[src/rtl/eth_rx_audio_if.sv]
// Audio-side output bundle of the Ethernet audio receiver.
// The receiver drives it through master; the audio/PDM path reads it through slave.
interface eth_rx_audio_if;
  logic [15:0] sample;
  logic        sample_stb;
  logic        rx_active;
  logic        frame_done;
  logic        frame_ok;

  modport master (output sample, sample_stb, rx_active, frame_done, frame_ok);
  modport slave  (input  sample, sample_stb, rx_active, frame_done, frame_ok);
endinterface

[src/rtl/eth_rx_audio.sv]
// 10BASE-T audio receiver: Manchester bit recovery, preamble/SFD hunt, header skip,
// big-endian 16-bit sample packing and CRC-32 frame check reported at line idle.
//
// state     | meaning
// ----------+-----------------------------------------------------------
// WAIT_IDLE | after reset, wait for the line to go quiet before hunting
// HUNT      | look for the SFD byte 8'hD5 in the recovered bit stream
// HDR       | count and CRC the Ethernet/IP/UDP header bytes
// PAYLOAD   | CRC payload bytes, delay them 4 bytes, pack into samples
// END       | one cycle: frame_done pulse with frame_ok verdict
module eth_rx_audio #(
  parameter int CLKS_PER_BIT = 8,
  parameter int HDR_BYTES    = 42
) (
  input  logic           clk,
  input  logic           rst_n,
  input  logic           rx_eth,
  eth_rx_audio_if.master aud
);

  localparam int          TW        = $clog2(2*CLKS_PER_BIT+1);
  localparam logic [TW-1:0] T_MID   = TW'(3*CLKS_PER_BIT/4);
  localparam logic [TW-1:0] T_IDLE  = TW'(2*CLKS_PER_BIT);
  localparam logic [TW-1:0] T_IDLE1 = TW'(2*CLKS_PER_BIT-1);
  localparam logic [31:0] CRC_POLY  = 32'hEDB88320;
  localparam logic [31:0] CRC_RES   = 32'hDEBB20E3;
  localparam logic [10:0] HDR_LAST  = 11'(HDR_BYTES-1);
  localparam logic [10:0] MIN_LEN   = 11'(HDR_BYTES+4);
  localparam logic [7:0]  SFD       = 8'hD5;

  typedef enum logic [2:0] {WAIT_IDLE, HUNT, HDR, PAYLOAD, END} state_t;

  state_t         state, state_n;
  logic [1:0]     sync;
  logic           line_edge, bit_stb, bit_val, idle_evt;
  logic [TW-1:0]  t, idle_cnt;
  logic [7:0]     sr, sr_next;
  logic           sfd_hit, end_hit, in_frame;
  logic [2:0]     bit_cnt;
  logic           byte_stb;
  logic [10:0]    byte_cnt;
  logic [31:0]    crc;
  logic [3:0][7:0] dl;
  logic [2:0]     dl_cnt;
  logic           pk_odd;
  logic [7:0]     pk_hi;
  logic [15:0]    sample_q;
  logic           sample_stb_q, rx_active_q, frame_ok_q;

  function automatic logic [31:0] crc_byte(input logic [31:0] c, input logic [7:0] d);
    logic [31:0] r;
    r = c ^ {24'h0, d};
    for (int i = 0; i < 8; i++)
      r = r[0] ? ((r >> 1) ^ CRC_POLY) : (r >> 1);
    return r;
  endfunction

  assign line_edge = sync[1] ^ sync[0];
  assign bit_stb   = line_edge && (t >= T_MID);
  assign bit_val   = sync[0];
  assign idle_evt  = !line_edge && (idle_cnt == T_IDLE1);
  assign sr_next   = {bit_val, sr[7:1]};
  assign in_frame  = (state == HDR) || (state == PAYLOAD);

  always_ff @(posedge clk or negedge rst_n) begin
    if (!rst_n) begin
      sync     <= 2'b00;
      t        <= T_IDLE;
      idle_cnt <= '0;
      sr       <= 8'h00;
    end else begin
      sync <= {sync[0], rx_eth};
      // t starts saturated so the very first edge is taken as a mid-bit edge
      if (bit_stb)          t <= '0;
      else if (t != T_IDLE) t <= t + TW'(1);
      if (line_edge)                  idle_cnt <= '0;
      else if (idle_cnt != T_IDLE)    idle_cnt <= idle_cnt + TW'(1);
      if (bit_stb) sr <= sr_next;
    end
  end

  always_ff @(posedge clk or negedge rst_n) begin
    if (!rst_n) state <= WAIT_IDLE;
    else        state <= state_n;
  end

  always_comb begin
    state_n = state;
    sfd_hit = 1'b0;
    end_hit = 1'b0;
    case (state)
      WAIT_IDLE: if (idle_evt) state_n = HUNT;
      HUNT: begin
        if (bit_stb && (sr_next == SFD)) begin
          state_n = HDR;
          sfd_hit = 1'b1;
        end
      end
      HDR: begin
        if (idle_evt) begin
          state_n = END;
          end_hit = 1'b1;
        end else if (byte_stb && (byte_cnt == HDR_LAST)) begin
          state_n = PAYLOAD;
        end
      end
      PAYLOAD: begin
        if (idle_evt) begin
          state_n = END;
          end_hit = 1'b1;
        end
      end
      END:     state_n = HUNT;
      default: state_n = WAIT_IDLE;
    endcase
  end

  always_ff @(posedge clk or negedge rst_n) begin
    if (!rst_n) begin
      bit_cnt      <= 3'd0;
      byte_stb     <= 1'b0;
      byte_cnt     <= 11'd0;
      crc          <= 32'hFFFFFFFF;
      dl           <= '0;
      dl_cnt       <= 3'd0;
      pk_odd       <= 1'b0;
      pk_hi        <= 8'h00;
      sample_q     <= 16'h0000;
      sample_stb_q <= 1'b0;
      rx_active_q  <= 1'b0;
      frame_ok_q   <= 1'b0;
    end else begin
      byte_stb     <= 1'b0;
      sample_stb_q <= 1'b0;
      if (sfd_hit) begin
        bit_cnt     <= 3'd0;
        byte_cnt    <= 11'd0;
        crc         <= 32'hFFFFFFFF;
        dl_cnt      <= 3'd0;
        pk_odd      <= 1'b0;
        rx_active_q <= 1'b1;
      end else if (in_frame && bit_stb) begin
        bit_cnt <= bit_cnt + 3'd1;
        if (bit_cnt == 3'd7) byte_stb <= 1'b1;
      end

      if (in_frame && byte_stb) begin
        crc <= crc_byte(crc, sr);
        if (byte_cnt != 11'h7FF) byte_cnt <= byte_cnt + 11'd1;
        if (state == PAYLOAD) begin
          dl <= {dl[2:0], sr};
          if (dl_cnt != 3'd4) begin
            dl_cnt <= dl_cnt + 3'd1;
          end else begin
            // dl[3] is the byte falling out of the 4-byte FCS guard
            if (!pk_odd) begin
              pk_hi <= dl[3];
            end else begin
              sample_q     <= {pk_hi, dl[3]};
              sample_stb_q <= 1'b1;
            end
            pk_odd <= !pk_odd;
          end
        end
      end

      if (end_hit) begin
        rx_active_q <= 1'b0;
        frame_ok_q  <= (state == PAYLOAD) && (crc == CRC_RES) &&
                       (bit_cnt == 3'd0) && (byte_cnt >= MIN_LEN);
      end
    end
  end

  assign aud.sample     = sample_q;
  assign aud.sample_stb = sample_stb_q;
  assign aud.rx_active  = rx_active_q;
  assign aud.frame_done = (state == END);
  assign aud.frame_ok   = frame_ok_q;

endmodule

[src/flat_wrapper.sv]
// flat-port wrapper written by rule: the top's interface ports become plain ports
module eth_rx_audio_flat 
#(
  parameter int CLKS_PER_BIT = 8,
  parameter int HDR_BYTES    = 42
)
  (clk, rst_n, rx_eth, aud_sample, aud_sample_stb, aud_rx_active, aud_frame_done, aud_frame_ok);
  eth_rx_audio_if aud_i ();
  input  logic clk;
  input  logic rst_n;
  input  logic rx_eth;
  output wire logic [$bits(aud_i.sample)-1:0] aud_sample;
  output wire logic [$bits(aud_i.sample_stb)-1:0] aud_sample_stb;
  output wire logic [$bits(aud_i.rx_active)-1:0] aud_rx_active;
  output wire logic [$bits(aud_i.frame_done)-1:0] aud_frame_done;
  output wire logic [$bits(aud_i.frame_ok)-1:0] aud_frame_ok;
  assign aud_sample = aud_i.sample;
  assign aud_sample_stb = aud_i.sample_stb;
  assign aud_rx_active = aud_i.rx_active;
  assign aud_frame_done = aud_i.frame_done;
  assign aud_frame_ok = aud_i.frame_ok;
  eth_rx_audio #(.CLKS_PER_BIT(CLKS_PER_BIT), .HDR_BYTES(HDR_BYTES)) u_core (.clk(clk), .rst_n(rst_n), .rx_eth(rx_eth), .aud(aud_i));
endmodule
[config.mk]
export PLATFORM = sky130hd
export DESIGN_NAME = eth_rx_audio_flat
export DESIGN_NICKNAME = d
export VERILOG_FILES = /design/src/rtl/eth_rx_audio_if.sv /design/src/rtl/eth_rx_audio.sv /design/src/flat_wrapper.sv
export SDC_FILE = /design/constraint.sdc
export NUM_CORES = 1
export LEC_CHECK = 0
export ABC_CLOCK_PERIOD_IN_PS = 5020
export CAP_MARGIN = 40
export CORE_MARGIN = 2
export CORE_UTILIZATION = 55
export CTS_BUF_LIST = sky130_fd_sc_hd__clkbuf_8 sky130_fd_sc_hd__clkbuf_16
export DETAILED_ROUTE_END_ITERATION = 16
export PLACE_DENSITY = 0.73
export SYNTH_ARGS = -nofsm -noshare
export SYNTH_HDL_FRONTEND = slang
export SYNTH_SLANG_ARGS = --single-unit
[constraint.sdc]
create_clock -name clk -period 5.02 [get_ports clk]
set_clock_uncertainty 0.05 [all_clocks]
set_input_delay 0.753 -clock clk [delete_from_list [all_inputs] [get_ports clk]]
set_output_delay 0.753 -clock clk [all_outputs]
set_load 0.02 [all_outputs]
==> impl_metrics.tcl <==
set metrics [dict create \
    drive_gt1_share_pct 27.80 \
    rsz0062_at_grt "no" \
    vias 4047 \
    min_path_type "in -> async" \
    cts_made_buffers 17 \
    start_util_pct 55.97 \
    met3_usage_pct 5.294 \
    outcome "complete, no violations" \
    clkTransAtPathRegs_ns 0.06 \
    worstSetupStartpointType "register" \
    fin_tns_setup_ns 0 \
    synth_cells 514 \
    synth_edf_count 0 \
    irDropWorstVdd_uv 385.3 \
    grt_overflow 0 \
    swShare_pct 28.41 \
    arrival_ns 2.97 \
    dpl_cell_area_mm2 0.007008 \
    crit_chain "inv_1, ha_1, o21ai_0, a21oi_2, nand4b_1, a31o_2" \
    insertion_delay_ns 0.42 \
    power_frac_comb_pct 28.9 \
    wl_mm 12.85 \
    critPathRequiredTime_ns 5.27 \
    grt_busiest_layer "met2" \
    syn_area_mm2 0.006666 \
    p_leak_nw 3.497 \
    cts-htree-levels 4 \
    period_needed_ns 2.728 \
    area_delta_synth_final_pct 14.86 \
    grt_max_degree 63 \
    grt_use_total_pct 21.91 \
    post_cts_buffers 0 \
    grt_pass1_wl_mm 21.61 \
    dp_hpwl_mm 8.518 \
    cp_slowest_cell "nand4b_1" \
    drv_slew 0 \
    syn_avg_cell_area_um2 12.97 \
    ctsLongestPathBuffers 2 \
    fp.dieH_um 114.1 \
    finalNetCount 558 \
    die_w_um 114.1 \
    fp.coreArea_mm2 0.01191 \
    cpPeakStageDelay_ns 0.71 \
    ctsHoldBuffers 0 \
    n_fill_cell 949 \
    wl_per_cell_um 18.33 \
    finalCritPeriodShare_pct 54.35 \
    ys_ff_latch 133 \
    pwr-share-clk_pct 37.8 \
    timing.hold.ws_ns 0.3729 \
    cts_tree "yes" \
    drc 0 \
    critPathMaxFanout 15 \
    grt_use_met2_pct 35.40 \
    io_buffers 22 \
    grtUsageMet1_pct 28.14 \
    synth_warnings 0 \
    clkSinkCount 133 \
    pin_count 23 \
    power.internal_mw 2.569 \
    powerDensity_mw_per_mm2 468.6 \
    dieArea_mm2 0.01302 \
    root_buffer "clkbuf_16" \
    maxSlewHeadroom_pct 38.79 \
    async_flop_share_pct 100.0 \
    finalHoldViolCount 0 \
    fp-row-count 40 \
    critPathCaptureType "register" \
    final-seq-area_mm2 0.003369 \
    antenna_cells 0 \
    clock.fmax_mhz 366.5 \
    ant_nets 0 \
    setup_viol_count_final 0 \
    grt_pass1_vias 4234 \
    multi_input_area_mm2 0.003115 \
    drt_iter0_markers 269 \
    p_seq_share_pct 33.3 \
    worst-setup-path-type "reg -> reg" \
    maxCapViolCount 0 \
    final_area_mm2 0.007657 \
    gp_congestion 0.8310 \
    synth_cell_types 60 \
    syn_nets 531 \
    routed_via_density 5.773 \
    p_switching_mw 1.020 \
    drtPass1Iterations 4 \
    cts_resized 0 \
    total_power_mw 3.589 \
    grt_antenna_before_repair 0 \
    worst-slew-pin-transition_ns 0.9054 \
    seq_area_frac_synth_pct 50.54 \
    ys.flop_type "dfrtp_1" \
]
## Yosys cell counts (7+ instances only)
library cell  instances  area, µm²
ha_1                 14      175.2
xnor2_1              29      254.0
xnor3_1              16      360.4
xor2_1               20      175.2
nand3_1               9      45.04
inv_1                21      78.83
nor2_1               35      131.4
dfstp_2              33      867.1
mux2i_1               7      70.07
o22a_1                7      61.31
a22oi_1              11      82.58
clkbuf_1              8      30.03
a2bb2oi_1            10      87.58
o21ai_0              13      65.06
nand2_1              15      56.30
dfrtp_1             100       2502
nand4b_1              7      61.31
mux2_2               61      686.9
buf_2                 9      45.04
a21oi_1               8      40.04
## worst paths after layout
check | slack (ns) | from | cells after the start | to
max in group asynchronous | 3.53 | rst_n | 2 | u_core.crc[1]
hold / removal | 0.37 | rst_n | 1 | u_core.aud.sample_stb
setup / recovery | 2.29 | u_core.t[0] | 6 | u_core.dl_cnt[2]
setup reg to reg | 2.29 | u_core.t[0] | 6 | u_core.dl_cnt[2]
hold reg to reg | 0.43 | u_core.dl[7] | 2 | u_core.dl[7]
min in group clk | 0.43 | u_core.dl[7] | 2 | u_core.dl[7]
## cells in the final DEF, fill, tap and decap left out, drive strengths merged, types with 16 or more instances in the layout
master	n
dfrtp	100
xnor2	39
xor2	20
mux2	61
clkdlybuf4s50	21
xnor3	16
dfstp	33
nor2	35
clkbuf	18
inv	23
## through the flow
step | setup WS [ns] | utilization, % | instances
after floorplan | 3.129 | - | 514
after global placement | 2.450 | 58.79 | 668
after detailed placement | 2.330 | 58.83 | 669
after CTS | 2.323 | 64.29 | 701
after global routing | 2.070 | 64.29 | 701
final | 2.292 | 64.29 | 701
## worst max-delay path: cells and delay by family (launching register included)
| family | cells | cell delay [ns] |
|---|---|---|
| compound gates | 3 | 1.11 |
| buf+inv | 1 | 0.12 |
| flops | 1 | 0.40 |
| fa+ha+maj | 1 | 0.19 |
| simple gates | 1 | 0.71 |
## flip-flops by register name, summed over array words and instances (netlist names)
| name | flops |
|---|---|
| u_core.t | 5 |
| u_core.pk_odd | 1 |
| u_core.aud.sample | 16 |
| u_core.byte_cnt | 11 |
| u_core.sr | 8 |
| u_core.pk_hi | 8 |
| u_core.crc | 32 |
| u_core.bit_cnt | 3 |
| u_core.aud.rx_active | 1 |
| u_core.idle_cnt | 5 |
| u_core.aud.frame_ok | 1 |
| u_core.byte_stb | 1 |
| u_core.dl_cnt | 3 |
| u_core.dl | 32 |
| u_core.sync | 2 |
| u_core.state | 3 |
| u_core.aud.sample_stb | 1 |
## power groups by stage
stage / registers (mW) / clock network [mW] / logic (mW)
after floorplan: 1.18 / 0 / 0.862
after global placement: 1.21 / 0 / 1.02
after detailed placement: 1.21 / 0 / 1.04
after CTS: 1.20 / 1.38 / 1.05
after global routing: 1.21 / 1.42 / 1.11
final: 1.20 / 1.36 / 1.04
## area by class of cell
cell class / instances / area share, %
flip-flops and latches: 133 / 44.00
repair buffers: 28 / 3.399
clock buffers: 18 / 5.735
multi-input cells: 340 / 40.69
inverters: 21 / 1.029
clock inverters: 14 / 2.745
well taps: 147 / 2.402
## logic make-up after synthesis
family | share of synthesized area, %
buffers and inverters | 2.721
flip-flops | 50.54
adder cells (fa/ha/maj) | 2.628
AO/OA/AOI/OAI | 8.371
AND/OR/NAND/NOR | 9.065
multiplexers | 11.36
XOR/XNOR | 15.32
## per-layer routing
layer	up-vias	wire length [µm]
met1	2055	5776
met5	-	0
met2	87	6421
met3	16	439
li1	1889	-
met4	0	208
Note: power is estimated with default switching activity, not from simulation.
==> RTL change 1, RTL diff (same settings) <==
Register the input `rx_eth` before use, cleared by the reset. The logic sees it one clock later. The other inputs are not delayed to match.
--- a/src/rtl/eth_rx_audio.sv
+++ b/src/rtl/eth_rx_audio.sv
@@ -29,6 +29,16 @@
   localparam logic [7:0]  SFD       = 8'hD5;
 
   typedef enum logic [2:0] {WAIT_IDLE, HUNT, HDR, PAYLOAD, END} state_t;
+
+  logic rx_eth_q;
+
+  always_ff @(posedge clk or negedge rst_n) begin
+    if (!rst_n) begin
+      rx_eth_q <= '0;
+    end else begin
+      rx_eth_q <= rx_eth;
+    end
+  end
 
   state_t         state, state_n;
   logic [1:0]     sync;
@@ -69,7 +79,7 @@
       idle_cnt <= '0;
       sr       <= 8'h00;
     end else begin
-      sync <= {sync[0], rx_eth};
+      sync <= {sync[0], rx_eth_q};
       // t starts saturated so the very first edge is taken as a mid-bit edge
       if (bit_stb)          t <= '0;
       else if (t != T_IDLE) t <= t + TW'(1);
Formal check against the unedited RTL: no difference found for any inputs over 10 cycles, from zero or initial values and one cycle with rst_n low; that may be too few to reach the edited logic, so the function may still have changed.
==> RTL change 1 against the original RTL <==
  * Power fell by 1.9%
  * Setup slack got worse by 170 ps
  * Critical path depth rose by 1
  * Die area fell by 3.0%
  * Sequential cell count rose by 1
  * Cell area fell by 3.1%
  * Synthesized area fell by 3.2%
  * Clock power fell by 8%
  * Synthesized cell count rose by 13%
  * Wire length fell by 0.93%
  * Non-clock buffer count fell by 1
  * Worst hold slack got worse by 280 ps
  * Highest routed layer unchanged
==> RTL change 1: results (changes against the original RTL) <==
run_status:
  status: "finished, final reports clean"
layout:
  drive_gt1_share_pct: 19.8  # -8.0 points
  finalNetCount: 625  # +12%
  stdcell_count: 763  # +8.8%
drt:
  drt-initial-drc-count: 362  # +35%
  routed_wl_mm: 12.7  # -0.93%
  vias: 4275  # +5.6%
place:
  gp_congestion: 0.876  # +5.4%
  dp_cells: 732  # +9.4%
  hpwl_mm: 8.46  # -0.69%
  place_area_um2: 6820  # -2.6%
logic_synthesis:
  synth_warnings: 0  # unchanged
  syn-mean-instance-area_um2: 11.1  # -15%
  synth_fp_nets: 600  # +13%
  yosysUniqueCellTypes: 58  # -3.3%
  yosys-top-cells-count: "112 x nand2_1, 101 x dfrtp_1, 48 x xnor2_1, 37 x nor2_1, 33 x dfstp_2"
  yosysSeqAreaShare_pct: 52.6  # +2.0 points
  synth_area_leaders: "dfrtp_1 39%, dfstp_2 13%, nand2_1 6.5%, xnor2_1 6.5%, mux2_2 5.6%"
power_and_ir_drop:
  p_leak_nw: 3.42  # -2.2%
  vdd_drop_max_mv: 0.374  # -2.8%
worst_setup_path:
  critical_path.max_fanout: 27  # +12
  r2r_start: "u_core.t[0]$_DFFE_PN0P_"
  rrSetupSlack_ps: 2130  # -170 ps
  crit_arrival_ps: 3180  # +210 ps
  rr_endpoint: "u_core.crc[23]$_DFFE_PN1P_"
  rr_worst_depth: 7  # +1
grt:
  grt_util_all_layers_pct: 22.1  # +0.19 points
  grt_pass1_wl_mm: 21.9  # +1.5%
  grt_max_degree: 65  # +3.2%
clock_network:
  cts_repair_resize_count: 0  # unchanged
  insertion_delay_ps: 420  # about the same
worst_hold_path:
  hold_class: "input pin to asynchronous set/reset pin"
timing:
  relSlewSlack_pct: 40.5  # +1.7 points
RTL change 1: changes by cell type in the layout (fill, tap and decap cells not counted), sizes merged, moves of 4 or more:
| cell | unedited run | this run |
|---|---|---|
| mux2 | 61 | 32 |
| mux2i | 7 | 3 |
| nand2 | 15 | 114 |
| nand3 | 9 | 17 |
| or4 | 5 | 0 |
| xnor2 | 39 | 58 |
| xnor3 | 16 | 1 |
| xor2 | 20 | 25 |
RTL change 1: cells by family after synthesis:
kind of cell / count (synthesis) / synth area share, %
xor gates and xnor gates: 84 / 13.6
buffers and inverters: 39 / 2.40
DFF: 134 / 52.6
AOI/OAI and AO/OA: 70 / 7.71
and+or+nand+nor: 207 / 14.9
adders and majority gates: 14 / 2.71
muxes: 35 / 6.05
RTL change 1: how the worst max path moves through the flow:
stage / from / endpoint / slack, ps / cells past startpoint
2_1_floorplan: u_core.byte_cnt[1]$_DFF_PN0_ / u_core.byte_cnt[3]$_DFF_PN0_ / 3000 / 5
3_3_place_gp: u_core.t[0]$_DFFE_PN0P_ / u_core.byte_cnt[3]$_DFF_PN0_ / 2280 / 7
3_5_place_dp: u_core.t[0]$_DFFE_PN0P_ / u_core.crc[22]$_DFFE_PN1P_ / 2150 / 7
4_1_cts: u_core.t[0]$_DFFE_PN0P_ / u_core.crc[18]$_DFFE_PN1P_ / 2130 / 7
5_1_grt: u_core.t[0]$_DFFE_PN0P_ / u_core.crc[23]$_DFFE_PN1P_ / 1860 / 7
6_report: u_core.t[0]$_DFFE_PN0P_ / u_core.crc[23]$_DFFE_PN1P_ / 2130 / 7
RTL change 1: cell type report:
type	count	area, µm²
clock buffers	18	439
clock inverters	13	159
fillers	887	4000
inverters	18	67.6
multi-input cells	410	2910
flip-flops and latches	134	3390
well taps	143	179
repair buffers	27	275
RTL change 1: critical path, stage by stage (launching register included):
cell and delay [ps]:
dfrtp_1 400, inv_1 120, ha_1 170, o21ai_1 110
a21oi_2 680, nand4_4 590, nand2_2 460, a2bb2oi_1 210
RTL change 1: report_power, final:
group | internal, mW | switching (mW)
Combinational | 0.509 | 0.542
Clock | 0.788 | 0.463
Sequential | 1.13 | 0.0856
RTL change 1: layer usage:
layer  vias up  global-route usage, %  routed length, µm
met4         0                   8.46                171
met2        89                   34.2               6250
met3        15                   5.24                488
li1       2038                      -                  -
met1      2133                   30.6               5820
met5         -                      0                  0
RTL change 1: metrics by stage:
stage	setup WS, ps	hold slack [ps]
floorplan	3000	281
global placement	2280	286
detailed placement	2150	287
CTS	2130	86.9
global route	1860	89.0
finish	2130	94.7
==> RTL change 2, RTL diff (same settings) <==
Without the edit above. `CLKS_PER_BIT` is set to 8 in 2 places; all go to 4.
--- a/src/rtl/eth_rx_audio.sv
+++ b/src/rtl/eth_rx_audio.sv
@@ -9,7 +9,7 @@
 // PAYLOAD   | CRC payload bytes, delay them 4 bytes, pack into samples
 // END       | one cycle: frame_done pulse with frame_ok verdict
 module eth_rx_audio #(
-  parameter int CLKS_PER_BIT = 8,
+  parameter int CLKS_PER_BIT = 4,
   parameter int HDR_BYTES    = 42
 ) (
   input  logic           clk,
--- a/src/flat_wrapper.sv
+++ b/src/flat_wrapper.sv
@@ -1,7 +1,7 @@
 // flat-port wrapper written by rule: the top's interface ports become plain ports
 module eth_rx_audio_flat 
 #(
-  parameter int CLKS_PER_BIT = 8,
+  parameter int CLKS_PER_BIT = 4,
   parameter int HDR_BYTES    = 42
 )
   (clk, rst_n, rx_eth, aud_sample, aud_sample_stb, aud_rx_active, aud_frame_done, aud_frame_ok);
Formal check against the unedited RTL: same outputs for any inputs over 10 cycles, from zero or initial values and one cycle with rst_n low; that may be too few to reach the edited logic, so the function may still have changed.
==> RTL change 2 against the original RTL <==
  * Count of clock-buffer cells in the layout is 1 higher
  * Synthesized area is 4.5% lower
  * Highest routed layer unchanged
  * Sequential cell count is 2 lower
  * Cell area is 5.6% lower
  * Global-route usage is 0.59 points lower
  * Via count is 3.6% higher
  * Setup slack better by 58 ps
  * Power is 12% lower
  * Clock power is 19% lower
  * Wire length is 5.2% lower
  * Combinational power is 15% lower
==> RTL change 2: results (changes against the original RTL) <==
place:
  hpwl_mm: 8.28  # -2.8%
  dp_cells: 729  # +9.0%
  gp_congestion: 0.843  # +1.4%
grt:
  grt_pass1_vias: 4265  # +0.73%
  grt_util_all_layers_pct: 21.3  # -0.59 points
  grt_pass1_wl_mm: 21.0  # -2.7%
  grt_max_degree: 67  # +6.3%
drt:
  routed_wl_mm: 12.2  # -5.2%
  vias: 4191  # +3.6%
  dr.pass1.iters: 5  # +1
  drt-initial-drc-count: 314  # +17%
  avgRoutedWirePerCell_um: 16.0  # -13%
power_and_ir_drop:
  p_leak_nw: 3.30  # -5.5%
  swShare_pct: 30.9  # +2.5 points
  vdd_drop_max_mv: 0.428  # +11%
logic_synthesis:
  synth_area_leaders: "dfrtp_1 39%, dfstp_2 14%, nand2_1 7.0%, mux2_2 5.5%, xnor2_1 5.0%"
  synth_fp_nets: 595  # +12%
  syn-mean-instance-area_um2: 11.0  # -15%
  yosysUniqueCellTypes: 57  # -5.0%
  yosysSeqAreaShare_pct: 52.2  # +1.6 points
  yosys-top-cells-count: "119 x nand2_1, 98 x dfrtp_1, 36 x xnor2_1, 33 x dfstp_2, 31 x mux2_2"
layout:
  finalNetCount: 620  # +11%
  drive_gt1_share_pct: 21.8  # -6.0 points
worst_setup_path:
  critPathSlowestCell: "clkdlybuf4s50_1"
  crit_arrival_ps: 1870  # -1100 ps
  critical_path.top_delay_family: "buffers and inverters"
  critical_path.max_fanout: 12  # -3
  rr_worst_depth: 4  # -2
  rr_endpoint: "u_core.pk_hi[5]$_DFFE_PN0P_"
  rrSetupSlack_ps: 2720  # +430 ps
  cp_slowest_stage_delay_ps: 660  # -50 ps
  r2r_start: "u_core.state[2]$_DFFE_PN0P_"
timing:
  max_clock_freq_mhz: 375  # +2.2%
  relSlewSlack_pct: 44.9  # +6.1 points
clock_network:
  htree_levels: 4  # unchanged
run_status:
  status: "finished, final reports clean"
-- RTL change 2: changes by cell type in the layout (fill, tap and decap cells not counted), sizes merged, moves of 11 or more --
cell / change
mux2: -30
nor3: +16
nand2: +106
xnor3: -16
a22oi: -12
xor2: +11
a21oi: +14
-- RTL change 2: kinds of logic (layout without fill, tap and decap cells) --
kind of cell               after synthesis  after routing  synth area share (%)
xor gates and xnor gates                77             77                  12.4
AOI/OAI and AO/OA                       69             69                  7.77
muxes                                   35             35                  6.11
and+or+nand+nor                        220            220                  16.5
DFF                                    131            131                  52.2
buffers and inverters                   36             74                  2.71
adders and majority gates               12             12                  2.36
-- RTL change 2: per-stage QoR --
stage | util [%] | hold WS, ps | area, µm²
after floorplan | - | 389 | 6360
after global placement | 58.9 | 398 | 6690
after detailed placement | 58.9 | 403 | 6690
after CTS | 63.6 | 54.0 | 7230
after global routing | 63.6 | 50.7 | 7230
final | 63.6 | 68.5 | 7230
-- RTL change 2: final cells by class --
| type | count | area, µm² |
|---|---|---|
| flip-flops and latches | 131 | 3320 |
| clock buffers | 19 | 453 |
| fillers | 911 | 4140 |
| inverters | 14 | 52.6 |
| repair buffers | 28 | 263 |
| clock inverters | 13 | 85.1 |
| multi-input cells | 413 | 2880 |
| well taps | 143 | 179 |
-- RTL change 2: how the worst max path moves through the flow --
stage / from / end / cells past startpoint
3_5_place_dp: u_core.state[2]$_DFFE_PN0P_ / u_core.pk_hi[6]$_DFFE_PN0P_ / 4
6_report: u_core.state[1]$_DFFE_PN0P_ / aud_frame_done / 2
5_1_grt: u_core.state[1]$_DFFE_PN0P_ / aud_frame_done / 2
3_3_place_gp: u_core.t[0]$_DFFE_PN0P_ / u_core.crc[30]$_DFFE_PN1P_ / 6
2_1_floorplan: u_core.byte_cnt[1]$_DFF_PN0_ / u_core.byte_cnt[3]$_DFF_PN0_ / 6
4_1_cts: u_core.state[1]$_DFFE_PN0P_ / aud_frame_done / 2
-- RTL change 2: per-layer routing --
layer / share of wire, % / wire length [µm] / track usage [%] / vias to the layer above
met2: 49 / 5980 / 34.2 / 63
met5: 0 / 0 / 0 / -
met3: 3.6 / 444 / 5.55 / 20
li1: - / - / - / 2006
met4: 1.5 / 177 / 8.40 / 0
met1: 46 / 5570 / 28.0 / 2102
-- RTL change 2: power by group through the flow --
stage	combinational (mW)	clock [mW]	sequential, mW
finish	0.888	1.10	1.17
global route	0.969	1.18	1.17
CTS	0.895	1.13	1.17
detailed placement	0.882	0	1.18
global placement	0.870	0	1.18
floorplan	0.727	0	1.17
-- RTL change 2: worst register-to-register path, cell delays in order (launching register included) --
cell and delay (ps):
dfrtp_1 430, nand2b_2 250, or2_2 570, nor3_4 490, mux2_2 390
